File: src/rtl/flash_writer_if.sv
// flash_writer_if: command handshake, status and single-bit SPI pins
// shared by the flash write engine and whoever drives it.
interface flash_writer_if;
  logic        cmd_valid;
  logic        cmd_ready;
  logic        cmd_op;
  logic [21:0] cmd_adr;
  logic [15:0] cmd_data;
  logic        busy;
  logic        done;
  logic        error;
  logic        mspi_cs;
  logic        mspi_di;
  logic        mspi_do;

  modport master (
    output cmd_valid, cmd_op, cmd_adr, cmd_data, mspi_do,
    input  cmd_ready, busy, done, error, mspi_cs, mspi_di
  );

  modport slave (
    input  cmd_valid, cmd_op, cmd_adr, cmd_data, mspi_do,
    output cmd_ready, busy, done, error, mspi_cs, mspi_di
  );
endinterface

File: src/rtl/flash_writer.sv
// flash_writer: W25Q64 single-bit SPI sector erase / word program.
// Sequence per command: WREN, erase or program, then poll WIP.
module flash_writer #(
  parameter int          CS_GAP     = 4,
  parameter logic [31:0] POLL_LIMIT = 32'd4_000_000
) (
  input logic           flash_clk,
  input logic           flash_reset,
  flash_writer_if.slave bus
);

  typedef enum logic [2:0] {
    S_IDLE,
    S_WREN,
    S_GAP1,
    S_CMD,
    S_GAP2,
    S_POLL,
    S_GAP3,
    S_DONE
  } state_t;

  localparam logic [47:0] WREN_W  = {8'h06, 40'h0};
  localparam logic [47:0] POLL_W  = {8'h05, 8'hFF, 32'h0};
  localparam logic [15:0] GAP_INI = 16'(CS_GAP - 1);

  state_t      r_state;
  logic [47:0] r_shift;
  logic [5:0]  r_bits;
  logic [15:0] r_gap;
  logic [31:0] r_poll_cnt;
  logic        r_op;
  logic [21:0] r_adr;
  logic [15:0] r_data;
  logic        r_busy;
  logic        r_done;
  logic        r_error;
  logic        r_cs;
  logic        r_di;

  logic [23:0] w_badr;
  logic [23:0] w_eadr;
  logic [47:0] w_cmd;
  logic [5:0]  w_cmd_last;
  logic [31:0] w_cnt_next;
  logic        w_accept;
  logic        w_xfer_st;
  logic        w_gap_st;

  assign w_badr     = {1'b0, r_adr, 1'b0};
  assign w_eadr     = {w_badr[23:12], 12'h000};
  assign w_cmd      = r_op ? {8'h02, w_badr, r_data}
                           : {8'h20, w_eadr, 16'h0000};
  assign w_cmd_last = r_op ? 6'd47 : 6'd31;
  assign w_cnt_next = r_poll_cnt + 32'd1;
  assign w_accept   = bus.cmd_valid && bus.cmd_ready;
  assign w_xfer_st  = (r_state == S_WREN) || (r_state == S_CMD)
                   || (r_state == S_POLL);
  assign w_gap_st   = (r_state == S_GAP1) || (r_state == S_GAP2)
                   || (r_state == S_GAP3);

  assign bus.cmd_ready = (r_state == S_IDLE) && !flash_reset;
  assign bus.busy      = r_busy;
  assign bus.done      = r_done;
  assign bus.error     = r_error;
  assign bus.mspi_cs   = r_cs;
  assign bus.mspi_di   = r_di;

  always_ff @(posedge flash_clk) begin
    if (flash_reset) begin
      r_state    <= S_IDLE;
      r_shift    <= '0;
      r_bits     <= '0;
      r_gap      <= '0;
      r_poll_cnt <= '0;
      r_op       <= 1'b0;
      r_adr      <= '0;
      r_data     <= '0;
      r_busy     <= 1'b0;
      r_done     <= 1'b0;
      r_error    <= 1'b0;
      r_cs       <= 1'b1;
      r_di       <= 1'b1;
    end else if (r_state == S_IDLE) begin
      if (w_accept) begin
        r_op       <= bus.cmd_op;
        r_adr      <= bus.cmd_adr;
        r_data     <= bus.cmd_data;
        r_poll_cnt <= '0;
        r_error    <= 1'b0;
        r_busy     <= 1'b1;
        r_cs       <= 1'b0;
        r_di       <= WREN_W[47];
        r_shift    <= WREN_W << 1;
        r_bits     <= 6'd7;
        r_state    <= S_WREN;
      end
    end else if (w_xfer_st) begin
      if (r_bits != 6'd0) begin
        r_di    <= r_shift[47];
        r_shift <= r_shift << 1;
        r_bits  <= r_bits - 6'd1;
      end else begin
        r_cs  <= 1'b1;
        r_di  <= 1'b1;
        r_gap <= GAP_INI;
        if (r_state == S_WREN) begin
          r_state <= S_GAP1;
        end else if (r_state == S_CMD) begin
          r_state <= S_GAP2;
        end else begin
          // the last status bit is WIP, sampled live on this edge
          r_poll_cnt <= w_cnt_next;
          if (!bus.mspi_do) begin
            r_done  <= 1'b1;
            r_state <= S_DONE;
          end else if (w_cnt_next >= POLL_LIMIT) begin
            r_error <= 1'b1;
            r_done  <= 1'b1;
            r_state <= S_DONE;
          end else begin
            r_state <= S_GAP3;
          end
        end
      end
    end else if (w_gap_st) begin
      if (r_gap != 16'd0) begin
        r_gap <= r_gap - 16'd1;
      end else if (r_state == S_GAP1) begin
        r_cs    <= 1'b0;
        r_di    <= w_cmd[47];
        r_shift <= w_cmd << 1;
        r_bits  <= w_cmd_last;
        r_state <= S_CMD;
      end else begin
        r_cs    <= 1'b0;
        r_di    <= POLL_W[47];
        r_shift <= POLL_W << 1;
        r_bits  <= 6'd15;
        r_state <= S_POLL;
      end
    end else begin
      r_done  <= 1'b0;
      r_busy  <= 1'b0;
      r_state <= S_IDLE;
    end
  end

endmodule

File: src/flat_wrapper.sv
// flat-port wrapper written by rule: the top's interface ports become plain ports
module flash_writer_flat 
#(
  parameter int          CS_GAP     = 4,
  parameter logic [31:0] POLL_LIMIT = 32'd4_000_000
)
  (flash_clk, flash_reset, bus_cmd_valid, bus_cmd_op, bus_cmd_adr, bus_cmd_data, bus_mspi_do, bus_cmd_ready, bus_busy, bus_done, bus_error, bus_mspi_cs, bus_mspi_di);
  flash_writer_if bus_i ();
  input logic flash_clk;
  input logic flash_reset;
  input wire logic [$bits(bus_i.cmd_valid)-1:0] bus_cmd_valid;
  input wire logic [$bits(bus_i.cmd_op)-1:0] bus_cmd_op;
  input wire logic [$bits(bus_i.cmd_adr)-1:0] bus_cmd_adr;
  input wire logic [$bits(bus_i.cmd_data)-1:0] bus_cmd_data;
  input wire logic [$bits(bus_i.mspi_do)-1:0] bus_mspi_do;
  output wire logic [$bits(bus_i.cmd_ready)-1:0] bus_cmd_ready;
  output wire logic [$bits(bus_i.busy)-1:0] bus_busy;
  output wire logic [$bits(bus_i.done)-1:0] bus_done;
  output wire logic [$bits(bus_i.error)-1:0] bus_error;
  output wire logic [$bits(bus_i.mspi_cs)-1:0] bus_mspi_cs;
  output wire logic [$bits(bus_i.mspi_di)-1:0] bus_mspi_di;
  assign bus_i.cmd_valid = bus_cmd_valid;
  assign bus_i.cmd_op = bus_cmd_op;
  assign bus_i.cmd_adr = bus_cmd_adr;
  assign bus_i.cmd_data = bus_cmd_data;
  assign bus_i.mspi_do = bus_mspi_do;
  assign bus_cmd_ready = bus_i.cmd_ready;
  assign bus_busy = bus_i.busy;
  assign bus_done = bus_i.done;
  assign bus_error = bus_i.error;
  assign bus_mspi_cs = bus_i.mspi_cs;
  assign bus_mspi_di = bus_i.mspi_di;
  flash_writer #(.CS_GAP(CS_GAP), .POLL_LIMIT(POLL_LIMIT)) u_core (.flash_clk(flash_clk), .flash_reset(flash_reset), .bus(bus_i));
endmodule
File: config.mk
export PLATFORM = sky130hd
export DESIGN_NAME = flash_writer_flat
export DESIGN_NICKNAME = d
export VERILOG_FILES = /design/src/rtl/flash_writer_if.sv /design/src/rtl/flash_writer.sv /design/src/flat_wrapper.sv
export SDC_FILE = /design/constraint.sdc
export NUM_CORES = 1
export LEC_CHECK = 0
export BUFFER_PORTS_ARGS = -buffer_cell sky130_fd_sc_hd__buf_2
export CAP_MARGIN = 20
export CORE_MARGIN = 2
export CORE_UTILIZATION = 55
export CTS_CLUSTER_SIZE = 25
export DETAILED_ROUTE_END_ITERATION = 12
export GPL_ROUTABILITY_DRIVEN = 0
export GPL_TIMING_DRIVEN = 1
export PLACE_DENSITY_LB_ADDON = 0.05
export SLEW_MARGIN = 40
export SYNTH_ARGS = -nofsm -noshare
export SYNTH_HDL_FRONTEND = slang
export SYNTH_SLANG_ARGS = --single-unit
File: constraint.sdc
create_clock -name flash_clk -period 2.8 [get_ports flash_clk]
set_input_delay 0.28 -clock flash_clk [delete_from_list [all_inputs] [get_ports flash_clk]]
set_output_delay 0.28 -clock flash_clk [all_outputs]
set_load 0.05 [all_outputs]
==> run summary <==
status -> finished, final reports clean
ys async rst share -> 0
peak supply drop -> 745 uV
fin nets -> 938
mapped cell area -> 7110 um^2
pin count of the biggest net entering global routing -> 61
Initial Utilization -> 0.564
first-pass GRT wire length -> 28600 um
vias per inst -> 5.96
H-tree depth -> 4
Tmin final -> 2590 ps
synth top area cells -> dfxtp_1 42%, nand2_1 6.2%, a221oi_2 5.7%, nor2_1 5.5%, nand3_1 4.4%
setup TNS -> 0 ps
synthesized area per cell -> 8.14 um^2
top cells by count, synth -> 148 x dfxtp_1, 118 x nand2_1, 105 x nor2_1
antenna cells -> 0
Via Count -> 6410
Worst Hold Depth -> 3
CP max-delay cell -> or4_4
CTS tree -> built
Die Y -> 118 um
final wirelength -> 16800 um
Finished Cell Area -> 8040 um^2
Die W -> 118 um
DR iter-0 viols -> 549
Final ANT Viol Nets -> 0
Yosys reg bits -> 148
layout cells sized above 1 -> 0.168
reg2reg path depth -> 8
cell count after synthesis -> 874
CP arrival -> 2880 ps
Critical Path Sink Type -> flop
Worst-Margin Slew -> 701 ps
ys flop type -> dfxtp_1
clk slew on worst S/H paths -> 60 ps
Row Count -> 41
post-route clock period utilization -> 0.924
post-synthesis sequential area ratio -> 0.417
Synth-to-Final Area Change -> 13.1%
setup violators final -> 0
core area -> 12600 um^2
Critical Path RT -> 3090 ps
endpoints failing hold -> 0
Final HPWL DP -> 10700 um
Placed Cells incl. Taps -> 1044
worst-skew pair later-pin latency -> 440 ps
worst slack, placed -> 259 ps
cts repair resizes -> 0
leakage dissipation -> 0.00309 uW
fin cells -> 1075
Clk Tree Root Cell -> clkbuf_16
total global routing overflow -> 0
max_slew headroom -> 0.529
CTS buffer count -> 17
Max Transition Viols Final -> 0
share of the synthesized area in the top cell type -> 0.417
Buffers on Ports -> 48
slowest cell delay on critical path -> 580 ps
Max Clk Rate -> 386 MHz
max-cap violation count -> 0
Worst Skew -> 16.0 ps
Min Hold Slack -> 24.9 ps
unrepaired setup endpoints after global routing -> false
post-route setup slack -> 212 ps
yosys warns -> 0
pwr dens -> 1040 nW/um^2
WS Path Type -> flop to flop
DRT Pass-1 Iters -> 4
postcts setup bufs -> 0
most frequent cell after synthesis -> dfxtp_1
number of global-route vias before repair -> 6107
num ports -> 49
CP Launch Type -> flop
All-Layer GR Usage -> 0.248
unique cell type count in the Yosys netlist -> 69
CP max FO -> 41
worst hold path type -> primary input to flop
hold buffers post-CTS -> 0
Yosys top cell by area -> dfxtp_1
clock sink count -> 148
antenna violations before repair -> 0
syn nets -> 921
die area -> 13900 um^2
crit path cell chain -> or4_4 > nor4_4 > and4_1 > o21ai_2 > or2_2 > buf_12 > a221oi_2 > nor3_1
Post-route DRC -> 0
CTS Buffer Depth -> 2
wire length per cell -> 15.6 um
dpl cell area -> 7440 um^2
EDFF count, synth -> 0
[through the flow]
stage,util,total power [uW]
finish,0.637,8360
global route,0.637,8890
CTS,0.637,8380
detailed placement,0.590,6060
global placement,0.589,5940
floorplan,-,5370
[worst paths after layout]
path,start,end,slack (ps)
setup / recovery,u_core.r_gap[3],u_core.r_shift[20],210
hold / removal,bus_cmd_adr[12],u_core.r_adr[12],20
setup reg to reg,u_core.r_gap[3],u_core.r_shift[20],210
hold reg to reg,u_core.r_adr[19],u_core.r_adr[19],460
[metal layers]
layer | track usage | vias to the layer above | share of wire
met5 | 0 | - | 0
met2 | 0.418 | 148 | 0.48
met3 | 0.0514 | 15 | 0.041
met1 | 0.315 | 3050 | 0.47
met4 | 0.0889 | 0 | 0.012
li1 | - | 3197 | -
[cells by family (layout without fill, tap and decap cells)]
logic type	count (synthesis)	in the layout	share of synthesized area
AOI/OAI and AO/OA	201	201	0.216
adders and majority gates	4	4	0.00704
DFF	148	148	0.417
buffers and inverters	80	109	0.0498
xor gates and xnor gates	16	16	0.0197
and+or+nand+nor	422	422	0.287
muxes	3	3	0.00422
[area by class of cell]
type / count / area, um^2
Clock buffer: 21 / 480
Clock inverter: 10 / 121
Fill cell: 1149 / 4580
Inverter: 10 / 37.5
Multi-Input combinational cell: 646 / 3810
Sequential cell: 148 / 2960
Tap cell: 172 / 215
Timing Repair Buffer: 68 / 415
[registers in the layout, indices dropped and copies added (netlist names), 3 cells and up]
register	cells
u_core.r_adr	22
u_core.r_gap	16
u_core.r_bits	6
u_core.r_poll_cnt	32
u_core.r_shift	47
u_core.r_state	3
u_core.r_data	16
[cells in the final DEF (no fill, tap or decap), types with 9 or more instances in the layout]
cell type / instances
a211oi_1: 23
a21oi_1: 49
a221oi_2: 27
a22oi_1: 15
a31oi_1: 13
buf_2: 48
buf_4: 18
clkbuf_16: 17
dfxtp_1: 148
inv_1: 9
nand2_1: 118
nand3_1: 63
nor2_1: 104
nor3_1: 54
nor4_1: 9
o21ai_0: 36
or3_1: 11
xnor2_1: 9
[worst max-delay path: cells and delay by family, from the launching register on]
kind / cells / cell delay (ps)
buffers and inverters: 1 / 190
AO/OA/AOI/OAI: 2 / 340
AND/OR/NAND/NOR: 5 / 1540
flip-flops: 1 / 350
[power breakdown]
| part | switching (uW) | internal, uW |
|---|---|---|
| registers | 335 | 2540 |
| clock network | 897 | 1410 |
| logic | 1960 | 1220 |
Note: power is estimated with default switching activity, not from simulation.
